File: src/rtl/ppu_chr_arb_if.sv
//------------------------------------------------------------------------------
// ppu_chr_arb_if : CHR SRAM arbiter bus (cfg port, PPU fetch port, SRAM pins)
// Rev 1.0 - initial release
//------------------------------------------------------------------------------
`default_nettype none

interface ppu_chr_arb_if;
  logic        i_cfg_req;
  logic        i_cfg_we;
  logic [12:0] i_cfg_addr;
  logic [7:0]  i_cfg_wdata;
  logic        o_cfg_ack;
  logic [7:0]  o_cfg_rdata;
  logic        i_pt_req;
  logic [11:0] i_pt_addr;
  logic        o_pt_ack;
  logic [15:0] o_pt_rdata;
  logic [11:0] o_sram_addr;
  logic [15:0] o_sram_wdata;
  logic        o_sram_dq_oe;
  logic [15:0] i_sram_rdata;
  logic        o_sram_we_n;
  logic        o_sram_oe_n;
  logic        o_sram_ub_n;
  logic        o_sram_lb_n;
  logic        o_busy;

  modport slave (
    input  i_cfg_req, i_cfg_we, i_cfg_addr, i_cfg_wdata,
    output o_cfg_ack, o_cfg_rdata,
    input  i_pt_req, i_pt_addr,
    output o_pt_ack, o_pt_rdata,
    output o_sram_addr, o_sram_wdata, o_sram_dq_oe,
    input  i_sram_rdata,
    output o_sram_we_n, o_sram_oe_n, o_sram_ub_n, o_sram_lb_n,
    output o_busy
  );

  modport master (
    output i_cfg_req, i_cfg_we, i_cfg_addr, i_cfg_wdata,
    input  o_cfg_ack, o_cfg_rdata,
    output i_pt_req, i_pt_addr,
    input  o_pt_ack, o_pt_rdata,
    input  o_sram_addr, o_sram_wdata, o_sram_dq_oe,
    output i_sram_rdata,
    input  o_sram_we_n, o_sram_oe_n, o_sram_ub_n, o_sram_lb_n,
    input  o_busy
  );
endinterface

`default_nettype wire

File: src/rtl/ppu_chr_arb.sv
//------------------------------------------------------------------------------
// ppu_chr_arb : shares a 4K x 16 CHR SRAM between a byte-wide cfg port and
//               the PPU pattern fetch port; cfg has fixed priority.
// Rev 1.0 - initial release
//------------------------------------------------------------------------------
`default_nettype none

module ppu_chr_arb #(
  parameter int RD_WAIT  = 1,
  parameter int WR_PULSE = 2
) (
  input  wire logic       i_ppu_clk,
  input  wire logic       i_ppu_rstn,
  ppu_chr_arb_if.slave    bus
);

  typedef enum logic [2:0] {
    S_IDLE     = 3'd0,
    S_RD       = 3'd1,
    S_WR_SETUP = 3'd2,
    S_WR_PULSE = 3'd3,
    S_WR_HOLD  = 3'd4,
    S_ACK      = 3'd5
  } state_e;

  localparam logic [7:0] RD_LAST = 8'(RD_WAIT);
  localparam logic [7:0] WR_LAST = 8'(WR_PULSE - 1);

  state_e      state_q;
  logic [7:0]  cnt_q;
  logic        own_pt_q;
  logic        lane_q;

  logic [11:0] sram_addr_q;
  logic [15:0] sram_wdata_q;
  logic        dq_oe_q;
  logic        we_n_q;
  logic        oe_n_q;
  logic        ub_n_q;
  logic        lb_n_q;
  logic        cfg_ack_q;
  logic [7:0]  cfg_rdata_q;
  logic        pt_ack_q;
  logic [15:0] pt_rdata_q;
  logic        busy_q;

  // Grant decode for the IDLE cycle: cfg has absolute priority.
  logic        gnt_any_d;
  logic        gnt_we_d;
  logic [11:0] gnt_addr_d;
  logic        gnt_ub_n_d;
  logic        gnt_lb_n_d;

  always_comb begin
    gnt_any_d  = bus.i_cfg_req | bus.i_pt_req;
    gnt_we_d   = bus.i_cfg_req & bus.i_cfg_we;
    gnt_addr_d = bus.i_cfg_req ? bus.i_cfg_addr[12:1] : bus.i_pt_addr;
    gnt_ub_n_d = bus.i_cfg_req ? ~bus.i_cfg_addr[0] : 1'b0;
    gnt_lb_n_d = bus.i_cfg_req ?  bus.i_cfg_addr[0] : 1'b0;
  end

  always_ff @(posedge i_ppu_clk or negedge i_ppu_rstn) begin
    if (!i_ppu_rstn) begin
      state_q      <= S_IDLE;
      cnt_q        <= '0;
      own_pt_q     <= 1'b0;
      lane_q       <= 1'b0;
      sram_addr_q  <= '0;
      sram_wdata_q <= '0;
      dq_oe_q      <= 1'b0;
      we_n_q       <= 1'b1;
      oe_n_q       <= 1'b1;
      ub_n_q       <= 1'b1;
      lb_n_q       <= 1'b1;
      cfg_ack_q    <= 1'b0;
      cfg_rdata_q  <= '0;
      pt_ack_q     <= 1'b0;
      pt_rdata_q   <= '0;
      busy_q       <= 1'b0;
    end else begin
      cfg_ack_q <= 1'b0;
      pt_ack_q  <= 1'b0;
      case (state_q)
        S_IDLE: begin
          if (gnt_any_d) begin
            own_pt_q    <= ~bus.i_cfg_req;
            lane_q      <= bus.i_cfg_addr[0];
            sram_addr_q <= gnt_addr_d;
            ub_n_q      <= gnt_ub_n_d;
            lb_n_q      <= gnt_lb_n_d;
            cnt_q       <= '0;
            busy_q      <= 1'b1;
            if (gnt_we_d) begin
              sram_wdata_q <= {bus.i_cfg_wdata, bus.i_cfg_wdata};
              dq_oe_q      <= 1'b1;
              state_q      <= S_WR_SETUP;
            end else begin
              oe_n_q  <= 1'b0;
              state_q <= S_RD;
            end
          end
        end
        S_RD: begin
          if (cnt_q == RD_LAST) begin
            if (own_pt_q) begin
              pt_rdata_q <= bus.i_sram_rdata;
              pt_ack_q   <= 1'b1;
            end else begin
              cfg_rdata_q <= lane_q ? bus.i_sram_rdata[15:8] : bus.i_sram_rdata[7:0];
              cfg_ack_q   <= 1'b1;
            end
            oe_n_q  <= 1'b1;
            ub_n_q  <= 1'b1;
            lb_n_q  <= 1'b1;
            state_q <= S_ACK;
          end else begin
            cnt_q <= cnt_q + 8'd1;
          end
        end
        S_WR_SETUP: begin
          we_n_q  <= 1'b0;
          cnt_q   <= '0;
          state_q <= S_WR_PULSE;
        end
        S_WR_PULSE: begin
          if (cnt_q == WR_LAST) begin
            we_n_q  <= 1'b1;
            state_q <= S_WR_HOLD;
          end else begin
            cnt_q <= cnt_q + 8'd1;
          end
        end
        S_WR_HOLD: begin
          // Only the cfg port can write, so the ack always goes there.
          dq_oe_q   <= 1'b0;
          ub_n_q    <= 1'b1;
          lb_n_q    <= 1'b1;
          cfg_ack_q <= 1'b1;
          state_q   <= S_ACK;
        end
        S_ACK: begin
          busy_q  <= 1'b0;
          state_q <= S_IDLE;
        end
        default: begin
          we_n_q  <= 1'b1;
          oe_n_q  <= 1'b1;
          dq_oe_q <= 1'b0;
          busy_q  <= 1'b0;
          state_q <= S_IDLE;
        end
      endcase
    end
  end

  assign bus.o_cfg_ack    = cfg_ack_q;
  assign bus.o_cfg_rdata  = cfg_rdata_q;
  assign bus.o_pt_ack     = pt_ack_q;
  assign bus.o_pt_rdata   = pt_rdata_q;
  assign bus.o_sram_addr  = sram_addr_q;
  assign bus.o_sram_wdata = sram_wdata_q;
  assign bus.o_sram_dq_oe = dq_oe_q;
  assign bus.o_sram_we_n  = we_n_q;
  assign bus.o_sram_oe_n  = oe_n_q;
  assign bus.o_sram_ub_n  = ub_n_q;
  assign bus.o_sram_lb_n  = lb_n_q;
  assign bus.o_busy       = busy_q;

endmodule

`default_nettype wire

File: src/flat_wrapper.sv
// flat-port wrapper written by rule: the top's interface ports become plain ports
module ppu_chr_arb_flat 
#(
  parameter int RD_WAIT  = 1,
  parameter int WR_PULSE = 2
)
  (i_ppu_clk, i_ppu_rstn, bus_i_cfg_req, bus_i_cfg_we, bus_i_cfg_addr, bus_i_cfg_wdata, bus_o_cfg_ack, bus_o_cfg_rdata, bus_i_pt_req, bus_i_pt_addr, bus_o_pt_ack, bus_o_pt_rdata, bus_o_sram_addr, bus_o_sram_wdata, bus_o_sram_dq_oe, bus_i_sram_rdata, bus_o_sram_we_n, bus_o_sram_oe_n, bus_o_sram_ub_n, bus_o_sram_lb_n, bus_o_busy);
  ppu_chr_arb_if bus_i ();
  input  wire logic i_ppu_clk;
  input  wire logic i_ppu_rstn;
  input wire logic [$bits(bus_i.i_cfg_req)-1:0] bus_i_cfg_req;
  input wire logic [$bits(bus_i.i_cfg_we)-1:0] bus_i_cfg_we;
  input wire logic [$bits(bus_i.i_cfg_addr)-1:0] bus_i_cfg_addr;
  input wire logic [$bits(bus_i.i_cfg_wdata)-1:0] bus_i_cfg_wdata;
  output wire logic [$bits(bus_i.o_cfg_ack)-1:0] bus_o_cfg_ack;
  output wire logic [$bits(bus_i.o_cfg_rdata)-1:0] bus_o_cfg_rdata;
  input wire logic [$bits(bus_i.i_pt_req)-1:0] bus_i_pt_req;
  input wire logic [$bits(bus_i.i_pt_addr)-1:0] bus_i_pt_addr;
  output wire logic [$bits(bus_i.o_pt_ack)-1:0] bus_o_pt_ack;
  output wire logic [$bits(bus_i.o_pt_rdata)-1:0] bus_o_pt_rdata;
  output wire logic [$bits(bus_i.o_sram_addr)-1:0] bus_o_sram_addr;
  output wire logic [$bits(bus_i.o_sram_wdata)-1:0] bus_o_sram_wdata;
  output wire logic [$bits(bus_i.o_sram_dq_oe)-1:0] bus_o_sram_dq_oe;
  input wire logic [$bits(bus_i.i_sram_rdata)-1:0] bus_i_sram_rdata;
  output wire logic [$bits(bus_i.o_sram_we_n)-1:0] bus_o_sram_we_n;
  output wire logic [$bits(bus_i.o_sram_oe_n)-1:0] bus_o_sram_oe_n;
  output wire logic [$bits(bus_i.o_sram_ub_n)-1:0] bus_o_sram_ub_n;
  output wire logic [$bits(bus_i.o_sram_lb_n)-1:0] bus_o_sram_lb_n;
  output wire logic [$bits(bus_i.o_busy)-1:0] bus_o_busy;
  assign bus_i.i_cfg_req = bus_i_cfg_req;
  assign bus_i.i_cfg_we = bus_i_cfg_we;
  assign bus_i.i_cfg_addr = bus_i_cfg_addr;
  assign bus_i.i_cfg_wdata = bus_i_cfg_wdata;
  assign bus_o_cfg_ack = bus_i.o_cfg_ack;
  assign bus_o_cfg_rdata = bus_i.o_cfg_rdata;
  assign bus_i.i_pt_req = bus_i_pt_req;
  assign bus_i.i_pt_addr = bus_i_pt_addr;
  assign bus_o_pt_ack = bus_i.o_pt_ack;
  assign bus_o_pt_rdata = bus_i.o_pt_rdata;
  assign bus_o_sram_addr = bus_i.o_sram_addr;
  assign bus_o_sram_wdata = bus_i.o_sram_wdata;
  assign bus_o_sram_dq_oe = bus_i.o_sram_dq_oe;
  assign bus_i.i_sram_rdata = bus_i_sram_rdata;
  assign bus_o_sram_we_n = bus_i.o_sram_we_n;
  assign bus_o_sram_oe_n = bus_i.o_sram_oe_n;
  assign bus_o_sram_ub_n = bus_i.o_sram_ub_n;
  assign bus_o_sram_lb_n = bus_i.o_sram_lb_n;
  assign bus_o_busy = bus_i.o_busy;
  ppu_chr_arb #(.RD_WAIT(RD_WAIT), .WR_PULSE(WR_PULSE)) u_core (.i_ppu_clk(i_ppu_clk), .i_ppu_rstn(i_ppu_rstn), .bus(bus_i));
endmodule
File: config.mk
export PLATFORM = sky130hd
export DESIGN_NAME = ppu_chr_arb_flat
export DESIGN_NICKNAME = d
export VERILOG_FILES = /design/src/rtl/ppu_chr_arb_if.sv /design/src/rtl/ppu_chr_arb.sv /design/src/flat_wrapper.sv
export SDC_FILE = /design/constraint.sdc
export NUM_CORES = 1
export LEC_CHECK = 0
export CAP_MARGIN = 0
export CORE_MARGIN = 3
export CORE_UTILIZATION = 39
export DETAILED_ROUTE_END_ITERATION = 6
export DONT_BUFFER_PORTS = 1
export PLACE_DENSITY = 0.63
export SLEW_MARGIN = 10
export SYNTH_ARGS = -nofsm -noshare
export SYNTH_HDL_FRONTEND = slang
export SYNTH_SLANG_ARGS = --single-unit
export TNS_END_PERCENT = 100
File: constraint.sdc
create_clock -name i_ppu_clk -period 2.3 [get_ports i_ppu_clk]
set_input_delay 0.46 -clock i_ppu_clk [delete_from_list [all_inputs] [get_ports i_ppu_clk]]
set_output_delay 0.46 -clock i_ppu_clk [all_outputs]
set_load 0.01 [all_outputs]
# [Yosys cells after proc, flatten, opt, wreduce, memory -nomap -nowiden]
# Index checks and enable logic that the tools add are counted.
[totals] mem_count=0 word_cells=89 input_bits=54 regBits=73 latch_bits=0 output_inout_bits=60 ram_bits=0 mem_bits_ro=0
[op_classes] n_eq_ne=12 div=0 n_shift=0 n_reduce_logical=19 n_addsub=1 n_mux=32 mul=0 n_lt_le_gt_ge=0 bitwise_logic=9
[op_table] cell="$mux 8" count=3
[op_table] cell="$pmux 8 s3" count=1
[op_table] cell="$reduce_and 3->1" count=7
[op_table] cell="$reduce_or 4->1" count=4
[op_table] cell="$mux 1" count=15
[op_table] cell="$pmux 3 s5" count=1
[op_table] cell="$mux 12" count=1
[op_table] cell="$pmux 1 s3" count=4
[op_table] cell="$mux 3" count=3
[op_table] cell="$add 8x1->8 const B" count=1
[op_table] cell="$eq 8x1->1 const B" count=1
[op_table] cell="$ne 2x1->1 const B" count=4
[op_table] cell="$not 1->1" count=7
[op_table] cell="$eq 3x2->1 const B" count=2
[op_table] cell="$eq 3x3->1 const B" count=2
[op_table] cell="$pmux 1 s2" count=3
[op_table] cell="$reduce_and 2->1" count=3
[op_table] cell="$reduce_bool 3->1" count=2
[op_table] cell="$ne 2x2->1 const B" count=2
[op_table] cell="$reduce_and 4->1" count=1
[op_table] cell="$eq 3x1->1 const B" count=1
[op_table] cell="$logic_not 3->1" count=1
[op_table] cell="$mux 2" count=1
[op_table] cell="$reduce_or 2->1" count=1
[op_table] cell="2 further kinds" count=2

# [Depth between registers and ports, before layout]
[depth] word_depth=4 mapped_depth=7

# [Worst setup path after synthesis]
# No wires, ideal clock.
[synth_path] kind="reg2reg" start="register u_core.cnt_q[1]" end="register u_core.pt_rdata_q[0] (netlist: u_core.bus.o_pt_rdata[0])" arrival_ns=1.823 path_stages_with_launch=8 required_time_ns=2.175 synth_period_minus_slack_ns=1.948 path_slack_ns=0.352 setup_ns=0.125 path_cell_list="dfrtp_1 inv_1 ha_1 and4bb_4 nand3_4 nor3b_4 buf_12 mux2_4"
[synth_between] elab_chain_cells=2
[synth_rtl] element="start: declaration" line="ppu_chr_arb.sv:30" text="logic [7:0] cnt_q;"
[synth_rtl] element="start signal: assignment" line="ppu_chr_arb.sv:117" text="cnt_q <= cnt_q + 8'd1;"
[synth_rtl] element="start signal: assignment" line="ppu_chr_arb.sv:130" text="cnt_q <= cnt_q + 8'd1;"
[synth_rtl] element="$eq 8x1->1" line="ppu_chr_arb.sv:104" text="if (cnt_q == RD_LAST) begin"
[synth_rtl] element="$reduce_and 3->1 (no source line)"
[synth_rtl] element="end signal: assignment" line="ppu_chr_arb.sv:106" text="pt_rdata_q <= bus.i_sram_rdata;"
[synth_rtl] element="end: declaration" line="ppu_chr_arb.sv:44" text="logic [15:0] pt_rdata_q;"
# No other way between the ends.
# A chain may end at the register's enable or synchronous reset.

# [Worst setup path after layout]
[layout_path] start="register u_core.cnt_q[5]" end="register u_core.cfg_rdata_q[4] (netlist: u_core.bus.o_cfg_rdata[4])"
[layout_between] elab_chain_cells=2
[layout_rtl] element="$eq 8x1->1" line="ppu_chr_arb.sv:104"
[layout_rtl] element="$reduce_and 3->1 (no source line)"
[layout_rtl] element="end signal: assignment" line="ppu_chr_arb.sv:109" text="cfg_rdata_q <= lane_q ? bus.i_sram_rdata[15:8] : bus.i_sram_rdata[7:0];"
[layout_rtl] element="end: declaration" line="ppu_chr_arb.sv:42" text="logic [7:0] cfg_rdata_q;"
# No other way between the ends.

==> flow_metrics.tcl <==
set metrics [dict create \
    leakage_nw 1.63 \
    final_max_slew_viol_count 0 \
    syn_area_sq_um 3090 \
    path_class "reg2reg" \
    gp_congestion 0.768 \
    start_kind "flip-flop" \
    htreeDepth 3 \
    avgRoutedWirePerCell_um 17.9 \
    synth_ff_type "dfrtp_1" \
    syn_inst 255 \
    port_buffers 0 \
    cts_tree "done" \
    drt_wl_total_um 6360 \
    drc_errors 0 \
    hpwl_um 4490 \
    slew_headroom_pct 62.0 \
    num_antenna_cells 0 \
    period_needed_ns 2.14 \
    tns_ns 0 \
    setup_viol 0 \
    avgSynthCellArea_sq_um 12.1 \
    rows 31 \
    ys_seq_area_share_pct 52.8 \
    core-area_sq_um 7490 \
    hold_viol 0 \
    worst_pin_slew_ns 0.570 \
    clock_latency_ns 0.34 \
    pin_count 114 \
    grt_overflow 0 \
    skew_ns 0.0102 \
    synth-async-reset-ratio_pct 100 \
    cts_buffer_depth 2 \
    setup.worst_path.end_class "flip-flop" \
    routed_via_density 5.40 \
    yosysWarnings 0 \
    drv_cap 0 \
    peakVddDrop_mv 0.381 \
    vias 1918 \
    crit_arrival_ns 2.35 \
    utilization_pct 45.7 \
    start_util_pct 41.3 \
    required_ns 2.51 \
    first_pass_iters 4 \
    ctsResizeCount 0 \
    cts_made_buffers 9 \
    drt_iter0_drc 117 \
    final_antenna_net_count 0 \
    yosysUniqueCellTypes 45 \
    worstHoldPathType "in2reg" \
    synthToLayoutAreaGrowth_pct 10.5 \
    die-height_um 95.1 \
    cts.sinks 65 \
    root_buffer "clkbuf_8" \
    outcome "finished clean" \
    rsz0062_at_grt "false" \
    grt.total_usage_pct 14.6 \
    antenna_found_initial 0 \
    clock.fmax_ghz 0.468 \
    grt_start_max_net_pins 66 \
    synth_edf_count 0 \
    finalCritPeriodShare_pct 92.8 \
    die_w_um 95.1 \
    ys_seq_elements 65 \
    cp_max_fo 9 \
    p_per_area_nw_per_um2 1200 \
    synthesis.nets 311 \
    grt_pass1_vias 2011 \
    fin_nets 307 \
    grt_pass1_wl_um 10100 \
    path_clk_slew_ns 0.07 \
    layout-drive-gt1-share_pct 28.9 \
    dieArea_sq_um 9040 \
]
==> repair_timing <==
action                    in CTS  in global routing
hold buffers                   2                  0
hold endpoints to repair      65                  0
buffers inserted               0                  0
==> layout by cell type (no fill, tap or decap), types with 2 or more instances in the layout <==
| master | instances |
|---|---|
| nor4_1 | 2 |
| nor3_1 | 2 |
| o21ai_0 | 17 |
| clkbuf_8 | 10 |
| ha_1 | 2 |
| mux2_4 | 18 |
| buf_4 | 4 |
| mux2_2 | 22 |
| nand2b_1 | 3 |
| a21oi_1 | 8 |
| inv_1 | 7 |
| nor2_1 | 5 |
| a21o_1 | 2 |
| nand2_1 | 28 |
| and3_1 | 3 |
| dfrtp_1 | 61 |
| o31ai_1 | 3 |
| nand3_1 | 10 |
| dfstp_2 | 4 |
| or4_1 | 3 |
| clkinv_4 | 2 |
| bufinv_16 | 3 |
| mux2i_1 | 12 |
| a211o_1 | 2 |
==> state kept, by name (all words and copies together), names as in the netlist, 3 cells and up <==
| register | count |
|---|---|
| u_core.state_q | 3 |
| u_core.bus.o_sram_wdata | 8 |
| u_core.bus.o_cfg_rdata | 8 |
| u_core.bus.o_pt_rdata | 16 |
| u_core.cnt_q | 8 |
| u_core.bus.o_sram_addr | 12 |
==> metrics by stage <==
| stage | power [mW] | setup slack [ns] | std cells | hold slack [ns] | instance area, sq um |
|---|---|---|---|---|---|
| finish | 4.09 | 0.165 | 355 | 0.209 | 3420 |
| global route | 4.38 | 0.0469 | 355 | 0.197 | 3420 |
| detailed placement | 2.89 | 0.155 | 337 | 0.166 | 3130 |
| CTS | 4.15 | 0.147 | 355 | 0.184 | 3420 |
| floorplan | 2.75 | 0.352 | 255 | 0.164 | 3090 |
| global placement | 2.84 | 0.238 | 337 | 0.166 | 3130 |
==> area by class of cell <==
class | instances | area [sq um]
fill | 693 | 4070
sequential | 65 | 1630
multi-input combinational | 161 | 1300
clock buffer | 10 | 138
tap | 99 | 124
clock inverter | 6 | 115
timing repair buffer | 7 | 87.6
inverter | 7 | 26.3
==> kinds of logic after synthesis <==
| kind of cell | share of synthesized area, % |
|---|---|
| buf+inv | 5.34 |
| fa+ha+maj | 0.809 |
| mux | 20.6 |
| flops | 52.8 |
| simple gates | 12.1 |
| compound gates | 8.13 |
| xor+xnor | 0.283 |
==> synthesized netlist by cell type (3+ instances only) <==
library cell,number,area share [%]
dfrtp_1,61,49
nand2_1,28,3.4
mux2_2,22,8.0
mux2_4,18,8.7
o21ai_0,17,2.8
mux2i_1,12,3.9
nand3_1,10,1.6
a21oi_1,8,1.3
buf_4,8,1.9
clkbuf_1,7,0.85
inv_1,7,0.85
nor2_1,5,0.61
dfstp_2,4,3.4
and3_1,3,0.61
buf_1,3,0.36
nand2b_1,3,0.61
o31ai_1,3,0.73
or4_1,3,0.73
==> power breakdown <==
part           switching [mW]  internal (mW)  leakage [nW]  total (mW)
combinational           0.297          0.442         0.672       0.739
clock                   0.450          0.753         0.123        1.20
sequential              0.601           1.54         0.835        2.14
==> path summary, 6_finish.rpt <==
| kind | from | cells after the start | slack (ns) | end |
|---|---|---|---|---|
| worst min register to register | u_core.bus.o_sram_ub_n | 2 | 0.50 | u_core.bus.o_sram_ub_n |
| worst max register to register | u_core.cnt_q[5] | 4 | 0.16 | u_core.bus.o_cfg_rdata[4] |
| max in group asynchronous | i_ppu_rstn | 2 | 1.31 | u_core.bus.o_sram_lb_n |
| worst min-delay path | bus_i_cfg_req | 1 | 0.21 | u_core.own_pt_q |
| min in group asynchronous | i_ppu_rstn | 2 | 0.66 | u_core.bus.o_pt_rdata[14] |
| worst max-delay path | u_core.cnt_q[5] | 4 | 0.16 | u_core.bus.o_cfg_rdata[4] |
==> layer usage <==
layer  global-route usage, %  wire, um
met1                    17.7      2610
met2                    22.2      2940
met3                    7.02       756
met4                    5.89        51
met5                       0         0
==> worst max-delay path, stage by stage, from the launching register on <==
cell,delay [ns]
dfrtp_1,0.45
nor4_4,0.48
nand3_4,0.14
or3_1,0.58
mux2_4,0.38
No activity file was read; power rests on OpenSTA's default activity.
